--- src/rtl/fetch_stage.sv ---
// rtl/fetch_stage.sv - instruction fetch stage with IF/ID register, stall hold buffer and redirect drain
module fetch_stage #(
  parameter logic [31:0] RESET_PC = 32'h00000000,
  parameter logic [31:0] NOP_INST = 32'h00000013
) (
  input  logic        clk,
  input  logic        reset_n,
  input  logic        PCWrite,
  input  logic        IF_ID_Write,
  input  logic        flush,
  input  logic [31:0] target_pc,
  input  logic        imem_ready,
  input  logic [31:0] imem_data,
  output logic        imem_req,
  output logic [31:0] imem_addr,
  output logic [31:0] pc_id,
  output logic [31:0] inst_id,
  output logic        valid_id,
  output logic        fetch_busy
);

  // ACTIVE: request outstanding; HOLD: word parked while ID stalls;
  // DRAIN: stale response must be swallowed before fetching redirect_pc
  typedef enum logic [1:0] {
    ACTIVE = 2'd0,
    HOLD   = 2'd1,
    DRAIN  = 2'd2
  } fetch_state_t;

  fetch_state_t state, state_n;
  logic [31:0]  pc, pc_n;
  logic [31:0]  hold_buf, hold_buf_n;
  logic [31:0]  redirect_pc, redirect_pc_n;
  logic [31:0]  pc_id_n, inst_id_n;
  logic         valid_id_n;
  logic         stall;

  assign stall      = ~PCWrite | ~IF_ID_Write;
  assign imem_req   = (state != HOLD);
  assign imem_addr  = pc;
  assign fetch_busy = ((state == ACTIVE) & ~imem_ready) | (state == DRAIN);

  // Next-state and datapath selection; flush always beats stall
  always_comb begin
    state_n       = state;
    pc_n          = pc;
    hold_buf_n    = hold_buf;
    redirect_pc_n = redirect_pc;
    pc_id_n       = pc_id;
    inst_id_n     = inst_id;
    valid_id_n    = valid_id;

    case (state)
      ACTIVE: begin
        if (flush) begin
          pc_id_n    = 32'd0;
          inst_id_n  = NOP_INST;
          valid_id_n = 1'b0;
          if (imem_ready) begin
            pc_n = target_pc;
          end else begin
            redirect_pc_n = target_pc;
            state_n       = DRAIN;
          end
        end else if (imem_ready) begin
          if (!stall) begin
            pc_id_n    = pc;
            inst_id_n  = imem_data;
            valid_id_n = 1'b1;
            pc_n       = pc + 32'd4;
          end else begin
            hold_buf_n = imem_data;
            state_n    = HOLD;
          end
        end else if (IF_ID_Write) begin
          pc_id_n    = 32'd0;
          inst_id_n  = NOP_INST;
          valid_id_n = 1'b0;
        end
      end

      HOLD: begin
        if (flush) begin
          pc_n       = target_pc;
          pc_id_n    = 32'd0;
          inst_id_n  = NOP_INST;
          valid_id_n = 1'b0;
          state_n    = ACTIVE;
        end else if (!stall) begin
          pc_id_n    = pc;
          inst_id_n  = hold_buf;
          valid_id_n = 1'b1;
          pc_n       = pc + 32'd4;
          state_n    = ACTIVE;
        end
      end

      DRAIN: begin
        if (flush || IF_ID_Write) begin
          pc_id_n    = 32'd0;
          inst_id_n  = NOP_INST;
          valid_id_n = 1'b0;
        end
        if (flush) begin
          redirect_pc_n = target_pc;
        end
        if (imem_ready) begin
          pc_n    = flush ? target_pc : redirect_pc;
          state_n = ACTIVE;
        end
      end

      default: begin
        state_n = ACTIVE;
      end
    endcase
  end

  // State and IF/ID register update; reset wins over everything
  always_ff @(posedge clk) begin
    if (!reset_n) begin
      state       <= ACTIVE;
      pc          <= RESET_PC;
      hold_buf    <= 32'd0;
      redirect_pc <= 32'd0;
      pc_id       <= 32'd0;
      inst_id     <= NOP_INST;
      valid_id    <= 1'b0;
    end else begin
      state       <= state_n;
      pc          <= pc_n;
      hold_buf    <= hold_buf_n;
      redirect_pc <= redirect_pc_n;
      pc_id       <= pc_id_n;
      inst_id     <= inst_id_n;
      valid_id    <= valid_id_n;
    end
  end

endmodule

--- config.mk ---
export PLATFORM = sky130hd
export DESIGN_NAME = fetch_stage
export DESIGN_NICKNAME = d
export VERILOG_FILES = /design/src/rtl/fetch_stage.sv
export SDC_FILE = /design/constraint.sdc
export NUM_CORES = 1
export LEC_CHECK = 0
export CELL_PAD_IN_SITES_DETAIL_PLACEMENT = 1
export CELL_PAD_IN_SITES_GLOBAL_PLACEMENT = 1
export CORE_MARGIN = 2
export CORE_UTILIZATION = 35
export CTS_CLUSTER_SIZE = 16
export DETAILED_ROUTE_END_ITERATION = 16
export GPL_TIMING_DRIVEN = 0
export PLACE_DENSITY_LB_ADDON = 0.1
export SYNTH_ARGS = -nofsm -noshare
export SYNTH_HDL_FRONTEND = slang
export SYNTH_SLANG_ARGS = --single-unit
--- constraint.sdc ---
create_clock -name clk -period 2.35 [get_ports clk]
set_input_delay 0.47 -clock clk [delete_from_list [all_inputs] [get_ports clk]]
set_output_delay 0.47 -clock clk [all_outputs]
set_load 0.02 [all_outputs]
==> results.json, run 1 <==
{
  "fp.dieW_um": 150.6,
  "tns_ns": 0,
  "grt_overflow_total": 0,
  "wl_per_cell_um": 20.07,
  "ys_warn_count": 0,
  "root_buffer": "clkbuf_16",
  "num_rows": 53,
  "dpl.cell_count": 1390,
  "p_switching_mw": 2.558,
  "synthArstFlopShare_pct": 0,
  "synthAdderAreaFrac_pct": 0.8317,
  "clock_latency_ns": 0.44,
  "start_util_pct": 35.67,
  "grt_first_pass_wirelength_mm": 44.08,
  "first_global_vias": 7739,
  "crit_arrival_ns": 1.81,
  "syn-num-nets": 1024,
  "holdCritPathClass": "reg2reg",
  "period_share_pct": 97.23,
  "antenna_found_initial": 0,
  "antenna_left": 0,
  "crit_slowest_cell": "dfxtp_2",
  "clock.fmax_mhz": 437.7,
  "grtUsageTotal_pct": 25.39,
  "drc": 0,
  "synthDistinctLibCells": 59,
  "slew_headroom_pct": 42.68,
  "fin_nets": 1218,
  "synthSimpleGateAreaFrac_pct": 23.14,
  "vias": 7892,
  "syn_area_um2": 7522,
  "numCtsBuffers": 17,
  "drt_wl_total_mm": 28.71,
  "synth_top_family_by_area": "compound AO/OA/AOI/OAI gates",
  "outcome": "finished, final reports clean",
  "setup_viol": 0,
  "antenna_cells": 0,
  "yosys_most_used_dff": "dfxtp_1",
  "syn_to_final_growth_pct": 38.04,
  "drive_above_1_share_pct": 10.29,
  "slowest_delay_ns": 0.33,
  "synth_cells": 949,
  "ys_seq_area_share_pct": 43.38,
  "fin_crit_ns": 2.285,
  "crit_chain": "inv_2 > ha_4 > buf_8 > buf_12 > buf_8 > or2_4 > buf_6",
  "p_leak_nw": 3.674,
  "dieArea_um2": 22680,
  "required_ns": 1.88,
  "worst_pin_slew_ns": 0.8599,
  "power_frac_clock_pct": 36.4,
  "synthXorXnorAreaFrac_pct": 0,
  "drt-vias-per-instance": 5.515,
  "p_per_area_nw_per_um2": 757.5,
  "internal-power_mw": 5.309,
  "grt_start_max_net_pins": 20,
  "pwr-share-comb_pct": 23.6,
  "drt_iter0_markers": 353,
  "endpoint_kind": "output pin",
  "fin_cells": 1431,
  "cp_top_family": "buffers and inverters",
  "worstSetupPathType": "reg2out",
  "fin_util_pct": 49.24,
  "maxCapViolCount": 0,
  "cts_tree": "built",
  "sw_frac_of_total_pct": 32.51,
  "clk_path_buf_depth": 2,
  "final-hold-violation-count": 0,
  "ys_ff_latch": 163,
  "drt_pass1_iterations": 5,
  "nFillCells": 2545,
  "core_area_um2": 21090,
  "fin_hold_ws_ns": 0.4548,
  "synth-edff-count": 0,
  "die_height_um": 150.6,
  "cp_common_cell": "buf_8",
  "io_buffers": 166,
  "h-tree-depth": 4,
  "synth.avg_cell_area_um2": 7.926,
  "synth_compound_area_share_pct": 26.15,
  "synth_mux_area_share_pct": 1.248,
  "num_io_pins": 169,
  "vdd_drop_max_uv": 472.4,
  "path_buf_inv": 5,
  "final-max-slew-violation-count": 0,
  "clk_pin_slew_worst_paths_ns": 0.06,
  "gp_congestion": 0.8447,
  "cp-start-kind": "flop",
  "dp_hpwl_mm": 20.48,
  "placed_area_um2": 9528,
  "clock_sinks": 163,
  "postLayoutCellArea_um2": 10380,
  "fin_skew_ns": 0.01326,
  "crit_fanout": 10,
  "pwr-share-seq_pct": 40.0
}
## cells in the final DEF (no fill, tap or decap), types with 5 or more instances in the layout
cell type	count
a21oi_1	122
a22oi_1	63
a31oi_1	7
a41oi_1	6
and3_1	10
buf_1	5
buf_2	8
buf_4	15
clkbuf_1	37
clkbuf_16	17
clkbuf_2	12
clkbuf_4	5
clkdlybuf4s50_1	163
dfxtp_1	161
inv_1	12
inv_6	7
mux2i_1	6
nand2_1	200
nand2b_1	5
nand3_1	13
nand4_1	11
nor2_1	61
nor2b_1	5
nor3_1	8
o211a_1	6
o211ai_1	18
o21a_1	6
o21ai_0	35
o221a_2	7
o311ai_0	5
or3_1	29
## power by group through the flow
stage               combinational, mW  sequential (mW)  clock (mW)
finish                           1.86             3.15        2.86
global route                     2.00             3.17        3.03
CTS                              1.80             3.14        2.91
detailed placement               1.72             3.20           0
global placement                 1.71             3.20           0
floorplan                       0.846             3.28           0
## flip-flops by register name, indices dropped and copies added (netlist names)
| signal | flops |
|---|---|
| hold_buf | 32 |
| imem_addr | 32 |
| inst_id | 32 |
| pc_id | 32 |
| redirect_pc | 32 |
| state | 2 |
| valid_id | 1 |
## metal layers
| layer | track usage (%) | part of all wire [%] | routed length, um |
|---|---|---|---|
| met1 | 34.03 | 47 | 13360 |
| met2 | 40.68 | 46 | 13250 |
| met3 | 5.697 | 5.4 | 1537 |
| met4 | 7.991 | 2.0 | 564 |
| met5 | 0 | 0 | 0 |
## synth_stat cells, types with 7 or more instances
cell type / number / share of area (%)
nand2_1: 201 / 10
nor2_1: 63 / 3.1
a21oi_1: 122 / 8.1
a31oi_1: 7 / 0.58
clkbuf_1: 58 / 2.9
and3_1: 10 / 0.83
nor3_1: 9 / 0.60
or3_1: 29 / 2.4
nor2b_1: 7 / 0.58
o221a_2: 7 / 1.0
nand4_1: 11 / 0.91
o21ai_0: 37 / 2.5
a22oi_1: 63 / 6.3
o211ai_1: 18 / 1.8
nand3_1: 15 / 1.0
dfxtp_1: 163 / 43
buf_2: 11 / 0.73
inv_1: 13 / 0.65
## final timing paths
check                                               start                    endpoint  slack [ns]  cells past startpoint
worst max-delay path                state[0]$_SDFFE_PN0P_                  fetch_busy        0.07                      7
worst min register to register  hold_buf[18]$_SDFFE_PN0P_   hold_buf[18]$_SDFFE_PN0P_        0.45                      2
worst max register to register      state[1]$_SDFFE_PN0P_  imem_addr[27]$_SDFFE_PN0P_        0.09                     10
worst min-delay path            hold_buf[18]$_SDFFE_PN0P_   hold_buf[18]$_SDFFE_PN0P_        0.45                      2
## what timing repair did
action | 4_1_cts | 5_1_grt
setup buffers | 6 | 7
resized for setup | 44 | 36
hold buffers | 0 | 0
pin swaps | 4 | 4
setup endpoints to repair | 127 | 100
## tightest hold or removal path: cells and delay by family, from the launching register on
| family | cells | cell delay, ns |
|---|---|---|
| flip-flops | 1 | 0.31 |
| AND/OR/NAND/NOR | 1 | 0.05 |
| AO/OA/AOI/OAI | 1 | 0.05 |
## final cells by class
cell class / count / area, um2 / area share (%)
Multi-Input combinational cell: 693 / 3956 / 38.10
Sequential cell: 163 / 3266 / 31.45
Timing Repair Buffer: 179 / 1762 / 16.97
Clock buffer: 17 / 425.4 / 4.097
Buffer: 76 / 412.9 / 3.976
Tap cell: 275 / 344.1 / 3.314
Clock inverter: 15 / 168.9 / 1.627
Inverter: 13 / 48.80 / 0.4699
## through the flow
stage	setup WS [ns]	power, mW
after global placement	-1.106	4.910
after floorplan	0.1975	4.129
after global routing	-0.008382	8.203
after detailed placement	-1.117	4.928
final	0.06514	7.866
after CTS	-0.1102	7.856
## cells by family (layout without fill, tap and decap cells)
| group | after synthesis | after routing |
|---|---|---|
| flip-flops | 163 | 163 |
| AND/OR/NAND/NOR | 373 | 373 |
| multiplexers | 9 | 9 |
| buffers and inverters | 93 | 300 |
| AO/OA/AOI/OAI | 306 | 306 |
| adder cells (fa/ha/maj) | 5 | 5 |
(Power assumes the default switching activity.)
==> run 2, diff against run 1 <==
Settings changed: CORE_UTILIZATION 35 to 33.
Clock period 2.35 ns to 1.85 ns, I/O delays scaled along.
==> run 2 against run 1 <==
Compared with the run above: die area is 5.9% higher; final cell count up 5.3%; first-iteration DRC count is 68% higher; sequential power rose by 28%; power up 40%; clock power is 19% higher; count of clock-buffer cells in the layout increased by 3; largest power group unchanged; hold slack got worse by 0.0020 ns; critical path type unchanged; sequential share of layout area is 4.8 points lower; non-clock buffer count grew 66; the flow now finishes with violations (setup timing).
==> results.json, run 2 (synthesis results as in run 1) <==
{
  "drc": 0,
  "root_buffer": "clkbuf_16",
  "fp.dieW_um": 155.0,
  "holdCritPathClass": "reg2reg",
  "p_leak_nw": 4.640,
  "h-tree-depth": 4,
  "start_util_pct": 33.43,
  "outcome": "finished, violations left",
  "final-hold-violation-count": 0,
  "nFillCells": 2526,
  "min_to": "hold_buf[16]$_SDFFE_PN0P_",
  "dieArea_um2": 24020,
  "num_rows": 55,
  "r2r_start": "state[0]$_SDFFE_PN0P_",
  "hold_buffers": 0,
  "power_frac_clock_pct": 30.9,
  "multi_input_area_um2": 4780,
  "syn_to_final_growth_pct": 64.16,
  "clk_pin_slew_worst_paths_ns": 0.07,
  "clk_path_buf_depth": 2,
  "clock_latency_ns": 0.44,
  "min-delay-start": "hold_buf[16]$_SDFFE_PN0P_",
  "period_share_pct": 116.0,
  "rsz0062_at_grt": "yes",
  "antenna_found_initial": 0,
  "p_switching_mw": 3.770,
  "reg2reg_depth": 11,
  "final_common_cell": "nand2_1",
  "maxCapViolCount": 0,
  "drive_above_1_share_pct": 29.87,
  "endpoint_kind": "output pin",
  "sw_frac_of_total_pct": 34.22,
  "mostFrequentLayoutCells": "nand2_1 (190), dfxtp_1 (145), clkdlybuf4s50_1 (128)",
  "internal-power_mw": 7.249,
  "die_height_um": 155.0,
  "grt_overflow_total": 0,
  "drt_wl_total_mm": 34.42,
  "antenna_left": 0,
  "core_area_um2": 22500,
  "setup_slack_ns": -0.2967,
  "drt_pass1_iterations": 5,
  "gp_congestion": 0.8456,
  "first_global_vias": 8423,
  "numCtsBuffers": 17,
  "required_ns": 1.48,
  "reg2reg_to": "imem_addr[4]$_SDFFE_PN0P_",
  "setup_viol": 129,
  "placed_area_um2": 9620,
  "worstSetupPathType": "reg2out",
  "grt_start_max_net_pins": 20,
  "cts_tree": "built",
  "ff2ff_setup_slack_ns": -0.27,
  "dp_hpwl_mm": 21.28,
  "postLayoutCellArea_um2": 12350,
  "failed_checks": "setup timing",
  "grtUsageTotal_pct": 26.64,
  "clock_sinks": 163,
  "vias": 8539,
  "grt_first_pass_wirelength_mm": 49.43,
  "p_per_area_nw_per_um2": 892.4,
  "holdPathStages": 2,
  "io_buffers": 166,
  "antenna_cells": 0,
  "vdd_drop_max_uv": 648.6,
  "slew_headroom_pct": 38.81,
  "clock.fmax_mhz": 465.8,
  "fin_util_pct": 54.87,
  "crit_arrival_ns": 1.78,
  "worst_pin_slew_ns": 0.9178,
  "final-max-slew-violation-count": 0,
  "wl_per_cell_um": 22.84,
  "drt_iter0_markers": 594,
  "cp-start-kind": "flop",
  "fin_nets": 1284,
  "drt-vias-per-instance": 5.666,
  "num_io_pins": 169,
  "pwr-share-comb_pct": 32.4,
  "pwr-share-seq_pct": 36.7,
  "crit_fanout": 3,
  "register_area_um2": 3288,
  "fin_skew_ns": 0.01157,
  "fin_crit_ns": 2.147,
  "dpl_worst_slack_ns": -1.519,
  "power_mw": 11.02
}
run 2: changes by cell type in the layout (fill, tap and decap cells not counted), moves of 22 or more:
cell	delta
a21oi_1	-36
clkdlybuf4s50_1	-35
a21oi_2	+34
buf_4	+34
a22oi_1	-31
a22oi_2	+31
dlygate4sd2_1	+26
o21ai_0	-22
run 2: layer usage:
| metal | vias up | GRT usage (%) | wire length (um) |
|---|---|---|---|
| met4 | 0 | 8.422 | 1093 |
| met1 | 4248 | 36.30 | 15210 |
| met3 | 65 | 4.708 | 1989 |
| met5 | - | 0 | 0 |
| li1 | 3922 | - | - |
| met2 | 304 | 42.94 | 16130 |
run 2: what timing repair did:
| item | CTS | global route |
|---|---|---|
| gates resized for setup | 259 | 174 |
| setup endpoints to repair | 186 | 159 |
| gates cloned | 9 | 6 |
| buffers inserted | 49 | 19 |
| pin swaps | 99 | 69 |
run 2: worst max-delay path, cell delays in order (launching register included):
cell	delay (ns)
dfxtp_2	0.35
inv_4	0.05
ha_4	0.18
buf_8	0.12
buf_12	0.12
clkbuf_16	0.13
or2_4	0.25
buf_6	0.14
run 2: power groups by stage:
stage / combinational (mW) / clock (mW) / sequential, mW
6_report: 3.57 / 3.41 / 4.04
4_1_cts: 3.04 / 3.43 / 4.02
5_1_grt: 3.74 / 3.60 / 4.08
3_3_place_gp: 2.23 / 0 / 4.08
3_5_place_dp: 2.25 / 0 / 4.08
2_1_floorplan: 1.12 / 0 / 4.18
run 2: through the flow:
stage / hold WS (ns) / instances / TNS (ns)
3_5_place_dp: 0.4461 / 1400 / -141.53
5_1_grt: 0.4720 / 1507 / -25.12
2_1_floorplan: 0.4312 / 949 / -2.120
6_report: 0.4528 / 1507 / -18.04
4_1_cts: 0.4435 / 1485 / -8.032
3_3_place_gp: 0.4390 / 1400 / -138.28
run 2: final cells by class:
class	count	share of cell area, %
Buffer	75	6.171
Inverter	13	0.4661
Multi-Input combinational cell	693	38.71
Clock buffer	20	3.617
Tap cell	285	2.888
Timing Repair Buffer	246	20.72
Clock inverter	12	0.8005
Sequential cell	163	26.63
run 2: worst max path at each step:
stage | from | to
after CTS | state[0]$_SDFFE_PN0P_ | fetch_busy
after detailed placement | IF_ID_Write | imem_addr[6]$_SDFFE_PN0P_
after global routing | state[0]$_SDFFE_PN0P_ | fetch_busy
after global placement | IF_ID_Write | imem_addr[6]$_SDFFE_PN0P_
after floorplan | state[0]$_SDFFE_PN0P_ | imem_addr[16]$_SDFFE_PN0P_
final | state[0]$_SDFFE_PN0P_ | fetch_busy
